==> src/rtl/rp_trig_pkg.sv <==
// Shared constants for the trigger arming block: FSM state codes and the
// source-code map, whose upper entries move with the channel count.
package rp_trig_pkg;

  localparam logic [1:0] ST_IDLE    = 2'd0;
  localparam logic [1:0] ST_ARMED   = 2'd1;
  localparam logic [1:0] ST_HOLDOFF = 2'd2;
  localparam logic [1:0] ST_DONE    = 2'd3;

  localparam int SRC_OFF     = 0;
  localparam int SRC_SW      = 1;
  localparam int SRC_CH_BASE = 2;

  // Channel k occupies codes SRC_CH_BASE+2k (rising) and +1 (falling).
  function automatic int src_ext_p(input int nch);
    return SRC_CH_BASE + 2*nch;
  endfunction

  function automatic int src_ext_n(input int nch);
    return SRC_CH_BASE + 2*nch + 1;
  endfunction

  function automatic int src_asg_p(input int nch);
    return SRC_CH_BASE + 2*nch + 2;
  endfunction

  function automatic int src_asg_n(input int nch);
    return SRC_CH_BASE + 2*nch + 3;
  endfunction

  function automatic int src_num(input int nch);
    return SRC_CH_BASE + 2*nch + 4;
  endfunction

endpackage

==> src/rtl/rp_trig_arm_if.sv <==
// Bundle of raw trigger inputs travelling from the arming block to the mux.
interface rp_trig_arm_if #(
  parameter int NCH = 4
);
  logic           sw;
  logic [NCH-1:0] ch_p;
  logic [NCH-1:0] ch_n;
  logic           ext_p;
  logic           ext_n;
  logic           asg_p;
  logic           asg_n;

  modport master (output sw, ch_p, ch_n, ext_p, ext_n, asg_p, asg_n);
  modport slave  (input  sw, ch_p, ch_n, ext_p, ext_n, asg_p, asg_n);
endinterface

==> src/rtl/rp_trig_mux.sv <==
// Combinational trigger source select: flattens every input into one vector
// ordered by source code, then picks the coded bit (unused codes give 0).
module rp_trig_mux
  import rp_trig_pkg::*;
#(
  parameter int NCH   = 4,
  parameter int SRC_W = $clog2(6+2*NCH)
) (
  rp_trig_arm_if.slave    trg,
  input  logic [SRC_W-1:0] src,
  output logic             sel
);

  localparam int NSRC  = src_num(NCH);
  localparam int EXT_P = src_ext_p(NCH);
  localparam int EXT_N = src_ext_n(NCH);
  localparam int ASG_P = src_asg_p(NCH);
  localparam int ASG_N = src_asg_n(NCH);

  logic [NSRC-1:0] vec;

  always_comb begin
    vec          = '0;
    vec[SRC_SW]  = trg.sw;
    for (int k = 0; k < NCH; k++) begin
      vec[SRC_CH_BASE+2*k]   = trg.ch_p[k];
      vec[SRC_CH_BASE+2*k+1] = trg.ch_n[k];
    end
    vec[EXT_P]   = trg.ext_p;
    vec[EXT_N]   = trg.ext_n;
    vec[ASG_P]   = trg.asg_p;
    vec[ASG_N]   = trg.asg_n;
  end

  // Code 0 maps to vec[0], which is tied low, so "off" needs no special case.
  always_comb begin
    sel = 1'b0;
    for (int i = 0; i < NSRC; i++)
      if (src == SRC_W'(i)) sel = vec[i];
  end

endmodule

==> src/rtl/rp_trig_arm.sv <==
// Trigger arming FSM: selects one trigger source, emits a registered one-cycle
// trig_o, and handles single/continuous modes with a holdoff between triggers.
module rp_trig_arm
  import rp_trig_pkg::*;
#(
  parameter int NCH    = 4,
  parameter int HOLD_W = 32,
  parameter int SRC_W  = $clog2(6+2*NCH)
) (
  input  logic              adc_clk_i,
  input  logic              adc_rstn_i,
  input  logic [SRC_W-1:0]  cfg_src_i,
  input  logic              cfg_new_i,
  input  logic              cfg_mode_i,
  input  logic [HOLD_W-1:0] cfg_holdoff_i,
  input  logic              rst_do_i,
  input  logic              dly_do_i,
  input  logic              trig_dis_clr_i,
  input  logic              sw_trig_i,
  input  logic [NCH-1:0]    ch_trig_p_i,
  input  logic [NCH-1:0]    ch_trig_n_i,
  input  logic              ext_trig_p_i,
  input  logic              ext_trig_n_i,
  input  logic              asg_trig_p_i,
  input  logic              asg_trig_n_i,
  output logic              trig_o,
  output logic [1:0]        state_o,
  output logic [SRC_W-1:0]  src_o,
  output logic [31:0]       trig_cnt_o
);

  rp_trig_arm_if #(.NCH(NCH)) trg ();

  assign trg.sw    = sw_trig_i;
  assign trg.ch_p  = ch_trig_p_i;
  assign trg.ch_n  = ch_trig_n_i;
  assign trg.ext_p = ext_trig_p_i;
  assign trg.ext_n = ext_trig_n_i;
  assign trg.asg_p = asg_trig_p_i;
  assign trg.asg_n = asg_trig_n_i;

  logic              sel;
  logic [HOLD_W-1:0] hold;

  rp_trig_mux #(.NCH(NCH), .SRC_W(SRC_W)) u_mux (
    .trg (trg),
    .src (src_o),
    .sel (sel)
  );

  // Branch order encodes event priority: abort, re-arm, delay-done, trigger,
  // clear-disable. A trigger coincident with re-arm is dropped on purpose.
  always_ff @(posedge adc_clk_i or negedge adc_rstn_i) begin
    if (!adc_rstn_i) begin
      state_o    <= ST_IDLE;
      src_o      <= '0;
      hold       <= '0;
      trig_cnt_o <= '0;
      trig_o     <= 1'b0;
    end else begin
      trig_o <= 1'b0;
      if (rst_do_i) begin
        state_o <= ST_IDLE;
        src_o   <= '0;
        hold    <= '0;
      end else if (cfg_new_i) begin
        src_o      <= cfg_src_i;
        trig_cnt_o <= '0;
        state_o    <= (cfg_src_i == '0) ? ST_IDLE : ST_ARMED;
      end else begin
        case (state_o)
          ST_ARMED: begin
            if (dly_do_i) begin
              state_o <= ST_IDLE;
              src_o   <= '0;
            end else if (sel) begin
              trig_o <= 1'b1;
              if (~&trig_cnt_o) trig_cnt_o <= trig_cnt_o + 32'd1;
              if (!cfg_mode_i) begin
                state_o <= ST_DONE;
                src_o   <= '0;
              end else if (cfg_holdoff_i != '0) begin
                state_o <= ST_HOLDOFF;
                hold    <= cfg_holdoff_i - HOLD_W'(1);
              end
            end
          end
          ST_HOLDOFF: begin
            if (dly_do_i) begin
              state_o <= ST_IDLE;
              src_o   <= '0;
            end else if (hold == '0) begin
              state_o <= ST_ARMED;
            end else begin
              hold <= hold - HOLD_W'(1);
            end
          end
          ST_DONE: begin
            if (trig_dis_clr_i) state_o <= ST_IDLE;
          end
          default: ;
        endcase
      end
    end
  end

endmodule

==> config.mk <==
export PLATFORM = sky130hd
export DESIGN_NAME = rp_trig_arm
export DESIGN_NICKNAME = d
export VERILOG_FILES = /design/src/rtl/rp_trig_pkg.sv /design/src/rtl/rp_trig_arm_if.sv /design/src/rtl/rp_trig_mux.sv /design/src/rtl/rp_trig_arm.sv
export SDC_FILE = /design/constraint.sdc
export NUM_CORES = 1
export LEC_CHECK = 0
export BUFFER_PORTS_ARGS = -buffer_cell sky130_fd_sc_hd__buf_2
export CORE_ASPECT_RATIO = 0.5
export CORE_MARGIN = 3
export CORE_UTILIZATION = 50
export CTS_CLUSTER_DIAMETER = 80
export DETAILED_ROUTE_END_ITERATION = 6
export PLACE_DENSITY = 0.73
export SLEW_MARGIN = 20
export SYNTH_ARGS = -nofsm -noshare
export SYNTH_HDL_FRONTEND = slang
export SYNTH_SLANG_ARGS = --single-unit
==> constraint.sdc <==
create_clock -name adc_clk_i -period 6.6 [get_ports adc_clk_i]
set_input_delay 0.99 -clock adc_clk_i [delete_from_list [all_inputs] [get_ports adc_clk_i]]
set_output_delay 0.99 -clock adc_clk_i [all_outputs]
set_load 0.02 [all_outputs]
==> impl_metrics.py <==
metrics = {
    "status": {
        "outcome": "finished, final reports clean",
    },
    "sta": {
        "rsz0062_at_grt": "no",
        "fin_crit_ns": 3.88,
        "fin_setup_tns_ns": 0,
        "slew_viol_final": 0,
        "fin_skew_ns": 0.00556,
        "worst_pin_slew_ns": 0.948,
        "relSlewSlack_pct": 36.8,
        "hold_viol_final": 0,
        "fmax_mhz": 257,
        "setup_viol": 0,
        "period_share_pct": 58.9,
    },
    "synth": {
        "synth_area_um2": 5040,
        "synth_edf_count": 0,
        "syn_avg_cell_area_um2": 8.39,
        "async_flop_share_pct": 100,
        "synthFlopType": "dfrtp_1",
        "yosys_warnings": 0,
        "ys_seq_area_share_pct": 35.2,
        "ys_types": 64,
        "syn-num-nets": 662,
        "synth_seq_cells": 71,
        "synth_cells": 601,
    },
    "global_route": {
        "first_global_vias": 4587,
        "grt_overflow_total": 0,
        "antenna_found_initial": 0,
        "grt_first_pass_wirelength_um": 22900,
        "track_usage_pct": 24.5,
        "grt_max_degree": 72,
    },
    "hold_path": {
        "min_from": "hold[31]$_DFFE_PN0P_",
        "min_path_cells": 2,
        "min_path_type": "reg -> reg",
        "hold_path_end": "hold[31]$_DFFE_PN0P_",
    },
    "layout": {
        "nets": 746,
        "fin_util_pct": 61.2,
        "area_growth_pct": 16.9,
        "n_antenna_cell": 0,
        "fillers": 890,
        "drive_gt1_share_pct": 19.6,
    },
    "drt": {
        "drc": 0,
        "ant_nets": 0,
        "num_vias": 5004,
        "routed_wl_um": 13800,
        "drt_first_pass_iters": 5,
        "vias_per_cell": 6.07,
        "dr.first_iter.drc_count": 354,
        "routedWlPerCell_um": 16.7,
    },
    "setup_path": {
        "rr_endpoint": "hold[27]$_DFFE_PN0P_",
        "r2r_cells": 10,
        "critPathMaxFanout": 32,
        "arrival_ns": 4.11,
        "critical_path.startpoint_type": "input pin",
        "endpoint_kind": "flop",
        "r2r_start": "state_o[0]$_DFFE_PN0P_",
        "path_class": "in -> reg",
        "r2r_slack_ns": 2.95,
        "critPathLaunch": "cfg_holdoff_i[19]",
        "worst_ep_required_time_ns": 6.83,
    },
    "die": {
        "fp-row-count": 25,
        "dieArea_um2": 11400,
        "core_um2": 9630,
        "start_util_pct": 52.4,
        "dieHeight_um": 77.0,
        "io_pins": 95,
        "die-width_um": 148,
    },
    "placement": {
        "portBuffers": 94,
        "globalplace.congestion": 0.881,
        "dpl.hpwl_um": 9790,
    },
    "clock_tree": {
        "post_cts_resized": 0,
        "clk_pin_slew_worst_paths_ns": 0.06,
        "cts_buffer_depth": 2,
        "hold_buffers": 0,
        "clock_sinks": 71,
        "clkLatencyLatePin_ns": 0.34,
        "htreeDepth": 3,
        "post_cts_buffers": 0,
        "cts_buffers": 9,
        "cts_root_buf": "clkbuf_16",
        "cts_tree": "built",
    },
    "power": {
        "peakVddDrop_mv": 0.157,
        "power.leakage_nw": 2.49,
        "pwr_density_cell_nw_per_um2": 212,
    },
    "job": {
        "drv_cap": 0,
    },
}
==> per-layer routing <==
| layer | GRT usage (%) | part of all wire (%) |
|---|---|---|
| met1 | 33.7 | 45 |
| met2 | 38.9 | 46 |
| met3 | 4.78 | 7.3 |
| met4 | 8.20 | 1.4 |
| met5 | 0 | 0 |
==> power by group <==
part / switching (mW) / internal [mW]
clock network: 0.202 / 0.294
registers: 0.0426 / 0.469
logic: 0.147 / 0.0943
==> how the worst max path moves through the flow <==
stage	endpoint	slack, ns	cells past startpoint
3_5_place_dp	hold[17]$_DFFE_PN0P_	2.37	9
4_1_cts	hold[17]$_DFFE_PN0P_	2.73	9
3_3_place_gp	hold[19]$_DFFE_PN0P_	2.50	9
6_report	hold[17]$_DFFE_PN0P_	2.72	9
5_1_grt	hold[17]$_DFFE_PN0P_	2.55	9
2_1_floorplan	hold[30]$_DFFE_PN0P_	2.71	15
==> state kept, by name (all words and copies together) (netlist names) <==
name        cells
hold           32
trig_cnt_o     32
src_o           4
state_o         2
trig_o          1
==> cells by family (layout without fill, tap and decap cells) <==
family          count (synthesis)  after routing  synth area share, %
mux                            20             20                 4.56
fa+ha+maj                       5              5                 1.24
flops                          71             71                 35.2
compound gates                135            135                 18.3
xor+xnor                       54             54                 9.38
buf+inv                        43            132                 4.04
simple gates                  273            273                 27.3
==> synthesized netlist by cell type, drive strengths merged, types with 14 or more instances <==
cell / n / area (um2)
nand3: 20 / 100
nand2: 45 / 169
dfrtp: 71 / 1780
o21ai: 38 / 190
xnor2: 31 / 272
nor3: 50 / 255
nor4: 22 / 153
xor2: 23 / 201
clkbuf: 17 / 63.8
nor2: 76 / 285
mux2i: 14 / 140
a21oi: 25 / 125
==> cell usage in the layout, fill, tap and decap left out, types with 4 or more instances in the layout <==
cell,count
buf_2,94
nor2_1,76
dfrtp_1,71
nor3_1,49
nand2_1,45
o21ai_0,37
xnor2_1,31
a21oi_1,25
xor2_1,23
nor4_1,21
nand3_1,20
mux2i_1,14
inv_1,13
nand4_1,12
and3_1,9
clkbuf_16,9
buf_4,8
o31ai_1,7
o22ai_1,7
or4_1,7
o41ai_1,6
or3_1,5
nand2b_1,5
a32o_1,5
a22o_1,4
a31oi_1,4
and4_1,4
a22oi_1,4
mux2_2,4
nor3b_1,4
o221ai_1,4
ha_1,4
clkinvlp_4,4
==> worst max-delay path: stages <==
cell and delay (ns):
buf_2 0.11, or4_4 0.57, or4_4 0.46, nor4_4 0.32, o31a_4 0.21, or2_1 0.56
buf_4 0.42, o21ai_0 0.14, a221o_1 0.32
==> through the flow <==
step	setup WS [ns]	power, mW	instance area [um2]	hold WS, ns	std cells
after floorplan	2.71	0.671	5040	0.474	601
after global placement	2.50	0.752	5600	0.495	809
after detailed placement	2.37	0.757	5600	0.513	809
after CTS	2.73	1.25	5890	0.526	825
after global routing	2.55	1.31	5890	0.565	825
final	2.72	1.25	5890	0.520	825
==> cell type report <==
cell class | count | area (um2) | share of cell area, %
tap | 135 | 169 | 2.87
multi-input combinational | 487 | 3070 | 52.0
inverter | 14 | 52.6 | 0.892
clock buffer | 10 | 229 | 3.88
sequential | 71 | 1780 | 30.1
timing repair buffer | 102 | 531 | 9.00
clock inverter | 6 | 68.8 | 1.17
Power figures use the tool's default switching activity.
